## config.mk

```make
export PLATFORM = sky130hd
export DESIGN_NAME = result_uart_streamer
export DESIGN_NICKNAME = d
export VERILOG_FILES = /design/src/rtl/result_uart_streamer.sv
export SDC_FILE = /design/constraint.sdc
export NUM_CORES = 1
export LEC_CHECK = 0
export CAP_MARGIN = 10
export CORE_MARGIN = 3
export CORE_UTILIZATION = 50
export DETAILED_ROUTE_END_ITERATION = 12
export GPL_ROUTABILITY_DRIVEN = 0
export PLACE_DENSITY_LB_ADDON = 0.2
export SYNTH_ARGS = -nofsm -noshare
export SYNTH_HDL_FRONTEND = slang
export SYNTH_SLANG_ARGS = --single-unit
```

## constraint.sdc

```tcl
create_clock -name clk -period 2.65 [get_ports clk]
set_clock_uncertainty 0.2 [all_clocks]
set_input_delay 0.6625 -clock clk [delete_from_list [all_inputs] [get_ports clk]]
set_output_delay 0.6625 -clock clk [all_outputs]
set_load 0.05 [all_outputs]
```

## src/rtl/result_uart_streamer.sv

```systemverilog
// result_uart_streamer: captures one multi-channel result vector and sends it as a framed 8N1 UART packet (sync, payload, XOR checksum)
module result_uart_streamer #(
    parameter int          CLKS_PER_BIT = 1250,
    parameter int          NUM_CH       = 4,
    parameter int          DATA_W       = 16,
    parameter logic [7:0]  SYNC_BYTE    = 8'hA5
) (
    input  logic                     clk,
    input  logic                     rst_n,
    input  logic                     in_valid,
    output logic                     in_ready,
    input  logic [NUM_CH*DATA_W-1:0] in_data,
    output logic                     tx,
    output logic                     busy,
    output logic                     frame_done,
    output logic [15:0]              frame_count
);
    localparam int BPW    = (DATA_W + 7) / 8;
    localparam int PAY    = NUM_CH * BPW;
    localparam int NBYTES = PAY + 2;
    localparam int IW     = $clog2(NBYTES);
    localparam int BW     = $clog2(CLKS_PER_BIT);
    typedef enum logic {IDLE, SEND} state_t;
    state_t              state_q, state_d;
    logic [NBYTES*8-1:0] frame_q;
    logic [PAY*8-1:0]    pad_in;
    logic [7:0]          chk_in;
    logic [IW-1:0]       byte_q;
    logic [3:0]          bit_q;
    logic [BW-1:0]       baud_q;
    logic                bit_end, byte_end, capture;
    always_comb begin
        pad_in = '0;
        for (int c = 0; c < NUM_CH; c++) pad_in[c*BPW*8 +: DATA_W] = in_data[c*DATA_W +: DATA_W];
    end
    always_comb begin
        chk_in = '0;
        for (int i = 0; i < PAY; i++) chk_in = chk_in ^ pad_in[i*8 +: 8];
    end
    assign in_ready = state_q == IDLE;
    assign busy     = ~in_ready;
    assign capture  = in_valid & in_ready;
    assign bit_end  = baud_q == BW'(CLKS_PER_BIT - 1);
    assign byte_end = bit_end && bit_q == 4'd9;
    // bit_q: 0 = start, 1..8 = data (LSB sits at frame_q[0]), 9 = stop
    assign tx = (state_q == IDLE) || bit_q == 4'd9 || (bit_q != 4'd0 && frame_q[0]);
    always_comb begin
        frame_done = state_q == SEND && byte_end && byte_q == IW'(NBYTES - 1);
        state_d    = (state_q == IDLE) ? (in_valid ? SEND : IDLE) : (frame_done ? IDLE : SEND);
    end
    always_ff @(posedge clk or negedge rst_n) begin
        if (!rst_n) begin
            state_q     <= IDLE;
            frame_q     <= '0;
            byte_q      <= '0;
            bit_q       <= '0;
            baud_q      <= '0;
            frame_count <= '0;
        end else begin
            state_q     <= state_d;
            frame_count <= frame_count + 16'(frame_done);
            if (capture) begin
                frame_q <= {chk_in, pad_in, SYNC_BYTE};
                byte_q  <= '0;
                bit_q   <= '0;
                baud_q  <= '0;
            end else if (state_q == SEND) begin
                baud_q <= bit_end ? '0 : baud_q + 1'b1;
                if (bit_end) bit_q <= byte_end ? 4'd0 : bit_q + 4'd1;
                if (bit_end && bit_q != 4'd0 && bit_q != 4'd9) frame_q <= frame_q >> 1;
                if (byte_end) byte_q <= byte_q + 1'b1;
            end
        end
    end
endmodule

```

; Word level (Yosys, flattened, before mapping)
; Cells that the tools add are included.
[totals]
register_bits = 116
inputBits = 67
out_inout_bits = 20
word_cells = 55
[op_classes]
addsub = 4
eq_ne = 4
muxes = 16
bitwise = 9
reduce_logical = 16
[op_table]
columns = op, n
row1 = $mux 80, 3
row2 = $xor 8x8->8, 7
row3 = $mux 11, 3
row4 = $mux 4, 7
row5 = $add 16x1->16, 1
row6 = $add 11x1->11 const B, 1
row7 = $eq 11x11->1 const B, 1
row8 = $add 4x1->4 const B, 2
row9 = $eq 4x4->1 const B, 2
row10 = $reduce_bool 2->1, 4
row11 = $logic_and 1x1->1, 6
row12 = $reduce_and 2->1, 3
row13 = $ne 4x4->1 const B, 1
row14 = $reduce_bool 4->1, 1
row15 = $mux 1, 3
row16 = $logic_or 1x1->1, 2
row17 = $and 1x1->1, 1
row18 = $not 1->1, 1

; Depth between registers and ports, before layout
[logic_depth]
ltp_word = 8
ltp_mapped = 12
mapped_depth_nobuf = 11

; Worst setup path after synthesis
; No wires, ideal clock.
[synth_timing]
path_type = reg-to-reg
startpoint = register state_q, in the netlist busy
endpoint = register frame_count[15]
setup_time_ps = 140
arrival_time_ps = 3722
required_ps = 2310
setup_slack_ps = -1413
stages_incl_launch_ff = 9
n_path_buf = 0
synth_period_minus_slack_ps = 4063
cell_sequence = dfrtp_1 > and3_1 > nand4_2 > nor3_1 > ha_1 > nand2_1 > nor4_1 > nand3_1 > xnor2_1
[synth_via]
elab_chain_len = 3
[synth_lines]
columns = item, line
row1 = "start, declared", 24  ; state_t state_q, state_d;
row2 = "start signal, assigned", 60  ; state_q <= state_d;
row3 = $logic_and 1x1->1 (2 in series), 48  ; frame_done = state_q == SEND && byte_end && byte_q == IW'(NBYTES - 1);
row4 = named net frame_done, 15  ; output logic frame_done,
row5 = $add 16x1->16, 61  ; frame_count <= frame_count + 16'(frame_done);
row6 = "end signal, assigned", 61
row7 = "end, declared", 16  ; output logic [15:0] frame_count
; The timed path passes the listed nets, and every way through them passes these cells.
; A chain may end at the register's enable or synchronous reset.

; Worst setup path in the final report
[layout_timing]
startpoint = register baud_q[0]
endpoint = output frame_done
[layout_via]
elab_chain_len = 4
[layout_lines]
columns = item, line
row1 = "start, declared", 30  ; logic [BW-1:0] baud_q;
row2 = "start signal, assigned", 68  ; baud_q <= bit_end ? '0 : baud_q + 1'b1;
row3 = $eq 11x11->1, 43  ; assign bit_end = baud_q == BW'(CLKS_PER_BIT - 1);
row4 = $logic_and 1x1->1, 44  ; assign byte_end = bit_end && bit_q == 4'd9;
row5 = $logic_and 1x1->1 (2 in series), 48
row6 = "end, declared", 15
; Every way passes these cells.

==> flow_metrics.py <==
metrics = {
    "die": {
        "io_pins": 87,
        "fp.dieH_um": 117,
        "die_w_um": 117,
        "core_mm2": 0.0117,
        "initial_core_util": 0.523,
        "num_rows": 39,
        "die_area_mm2": 0.0136,
    },
    "sta": {
        "rsz0062_at_grt": "yes",
        "whs_ps": 271,
        "fin_setup_tns_ps": -87.3,
        "period_needed_ps": 2740,
        "max_slew.worst_pin.slew_ps": 865,
        "slew_headroom": 0.424,
        "finalCritPeriodShare": 1.03,
        "drv_slew": 0,
        "finalSetupViolations": 1,
        "worst_slack_ps": -87.3,
        "max_freq_mhz": 365,
        "final_hold_viol_count": 0,
    },
    "power": {
        "pwr-share-clk": 0.453,
        "power_w": 0.00540,
        "p_per_area_mw_per_mm2": 682,
        "p_leak_nw": 3.07,
        "p_sw_w": 0.00140,
        "pwr-share-seq": 0.398,
        "internal-power_w": 0.00400,
        "max-vdd-ir-drop_mv": 0.471,
        "swShare": 0.259,
        "combPwrFrac": 0.148,
    },
    "logic_synthesis": {
        "syn_inst": 672,
        "syn_area_per_cell_um2": 9.11,
        "ys_types": 41,
        "yosysSeqAreaShare": 0.474,
        "synth-seq-cells": 116,
        "synth_area_mm2": 0.00612,
        "ys_warn_count": 0,
        "syn_nets": 749,
    },
    "final_layout": {
        "fillers": 937,
        "drive_gt1_frac": 0.103,
        "layout.cells.non_filler": 902,
        "n_antenna_cell": 0,
        "nets": 823,
        "multi_input_area_mm2": 0.00308,
        "regArea_mm2": 0.00290,
        "finalInstanceArea_mm2": 0.00793,
        "areaGrowthSynthToFinish_pct": 29.4,
    },
    "global_routing": {
        "antenna_found_initial": 0,
        "grt_pass1_wl_mm": 26.3,
        "gr-total-overflow": 0,
        "grt_max_degree": 84,
        "first_global_vias": 5274,
        "grt.total_usage": 0.245,
    },
    "setup_path": {
        "path_cells": "ha_4 -> nor4bb_4 -> buf_4 -> nand4_4 -> nor3_4 -> buf_6 -> buf_12",
        "cp.arrival_ps": 1870,
        "crit_slowest_cell": "dfrtp_1",
        "max_stage_delay_ps": 430,
        "reg2reg_to": "frame_count[13]",
        "worstSetupStartpoint": "baud_q[0]",
        "r2r-start": "baud_q[0]",
        "startpoint_type": "register",
        "r2r_cells": 11,
        "critPathKind": "reg2out",
        "worstPathRequired_ps": 1790,
        "r2r_setup_slack_ps": 120,
        "cp-end-kind": "primary output",
        "cp_max_fo": 3,
    },
    "hold_path": {
        "hold_class": "reg2reg",
        "worstHoldEndpoint": "frame_count[15]",
        "holdCritStartpoint": "frame_count[15]",
        "hold_depth": 1,
    },
    "clock_network": {
        "htree_levels": 4,
        "cts_tree": "yes",
        "cts_buffers": 17,
        "cts_num_sinks": 116,
        "clk_pin_slew_ps": 50,
        "clk_path_buf_depth": 2,
        "cts_root_buf": "clkbuf_16",
        "worstSkewPairLatency_ps": 420,
    },
    "placed_design": {
        "dp_hpwl_mm": 9.68,
        "portBuffers": 86,
        "dp_cells": 863,
        "placed_cell_area_mm2": 0.00718,
    },
    "drt": {
        "ant_nets": 0,
        "drt-pass1-iter-count": 6,
        "via_per_inst": 6.09,
        "drcViolationCount": 0,
        "vias": 5495,
        "wirelength_mm": 16.0,
        "wl_per_cell_um": 17.7,
        "drtIter0Drc": 647,
    },
    "run": {
        "max_cap_viol_count": 0,
    },
    "run_status": {
        "violations": "negative setup slack",
        "status": "finished, violations left",
    },
}
## logic make-up (layout without fill, tap and decap cells)
family / after synthesis / count (layout) / share of synthesized area
compound gates: 258 / 258 / 0.237
xor+xnor: 71 / 71 / 0.102
fa+ha+maj: 10 / 10 / 0.0204
simple gates: 159 / 159 / 0.121
flops: 116 / 116 / 0.474
buf+inv: 58 / 145 / 0.0458
## Yosys cell counts, drive strengths merged
| master | instances | area share |
|---|---|---|
| dfrtp | 116 | 0.47 |
| o21ai | 89 | 0.073 |
| a31oi | 77 | 0.080 |
| nor2 | 73 | 0.045 |
| a21oi | 71 | 0.058 |
| xnor2 | 66 | 0.094 |
| clkbuf | 41 | 0.025 |
| nand3 | 28 | 0.023 |
| nand2 | 25 | 0.015 |
| buf | 10 | 0.016 |
| ha | 10 | 0.020 |
| a22oi | 7 | 0.0086 |
| nor3 | 7 | 0.0057 |
| inv | 6 | 0.0037 |
| nand4 | 5 | 0.0061 |
| xor2 | 5 | 0.0071 |
| a21o | 4 | 0.0049 |
| and3 | 4 | 0.0041 |
| nor4 | 3 | 0.0031 |
| a41oi | 2 | 0.0029 |
| and2 | 2 | 0.0020 |
| and4 | 2 | 0.0029 |
| o211ai | 2 | 0.0025 |
| o22ai | 2 | 0.0020 |
| or3 | 2 | 0.0020 |
| a211o | 1 | 0.0014 |
| a22o | 1 | 0.0014 |
| a31o | 1 | 0.0014 |
| and3b | 1 | 0.0014 |
| clkinv | 1 | 0.00061 |
| nand2b | 1 | 0.0010 |
| nand3b | 1 | 0.0012 |
| nor2b | 1 | 0.0010 |
| nor4b | 1 | 0.0039 |
| nor4bb | 1 | 0.0016 |
| o41ai | 1 | 0.0014 |
| or2 | 1 | 0.0010 |
| or4 | 1 | 0.0012 |
## layer usage
| layer | global-route usage | wire length, µm | vias to the layer above |
|---|---|---|---|
| met4 | 0.0879 | 316 | 0 |
| li1 | - | - | 2572 |
| met3 | 0.0606 | 860 | 29 |
| met5 | 0 | 0 | - |
| met2 | 0.382 | 7880 | 182 |
| met1 | 0.334 | 6940 | 2712 |
## per-stage QoR
step / util / setup slack [ps]
detailed placement: 0.613 / 99.2
floorplan: - / -201
finish: 0.677 / -87.3
CTS: 0.673 / -136
global placement: 0.613 / 142
global route: 0.677 / -225
## sequential cells by signal, summed over array words and instances, names as in the netlist
register / cells
frame_q: 80
frame_count: 16
baud_q: 11
bit_q: 4
byte_q: 4
busy: 1
## worst max path at each step
stage	cells past startpoint	to	slack [ps]
floorplan	11	frame_count[13]	-200
CTS	8	frame_done	-140
global placement	8	frame_done	140
detailed placement	12	frame_count[14]	100
global route	8	frame_done	-220
finish	7	frame_done	-90
## layout by cell type (no fill, tap or decap), types with 3 or more instances in the layout
cell type          n
xor2_1             5
a31oi_1           76
clkbuf_16         17
nand2_1           22
clkinv_2           5
a22oi_1            7
buf_4             14
a21oi_1           71
ha_4               3
clkdlybuf4s50_1   81
dfrtp_1          115
clkbuf_8           3
xnor2_1           66
nor2_1            73
inv_1              3
nor3_1             5
and3_1             4
buf_12             8
ha_1               6
a21o_1             4
nand4_1            4
inv_2              3
nand3_1           27
o21ai_0           89
bufinv_16          4
## timing repair
| item | in CTS | in global routing |
|---|---|---|
| endpoints found under the setup margin | 1 | 8 |
| endpoints found under the hold margin | 19 | 0 |
| hold buffers | 1 | 0 |
| pin swaps | 1 | 5 |
| setup buffers | 4 | 3 |
| cloned | 0 | 0 |
| resized for setup | 8 | 5 |
## worst max-delay path, delay by kind of cell, from the launching register on
kind	cells	cell delay [ps]
adder cells (fa/ha/maj)	1	150
AND/OR/NAND/NOR	3	450
flip-flops	1	430
buffers and inverters	3	420
## final cells by class
| cell class | count | area share |
|---|---|---|
| clock buffers | 22 | 0.0598 |
| clock inverters | 10 | 0.0193 |
| inverters | 7 | 0.00331 |
| multi-input cells | 498 | 0.389 |
| flip-flops and latches | 116 | 0.366 |
| well taps | 143 | 0.0226 |
| repair buffers | 106 | 0.140 |
## power by group through the flow
stage | registers (W) | clock network (W) | logic (W)
6_report | 0.00215 | 0.00245 | 0.000801
5_1_grt | 0.00218 | 0.00256 | 0.000879
4_1_cts | 0.00215 | 0.00247 | 0.000801
3_5_place_dp | 0.00217 | 0 | 0.000753
3_3_place_gp | 0.00216 | 0 | 0.000722
2_1_floorplan | 0.00212 | 0 | 0.000468
Power figures use the tool's default switching activity.
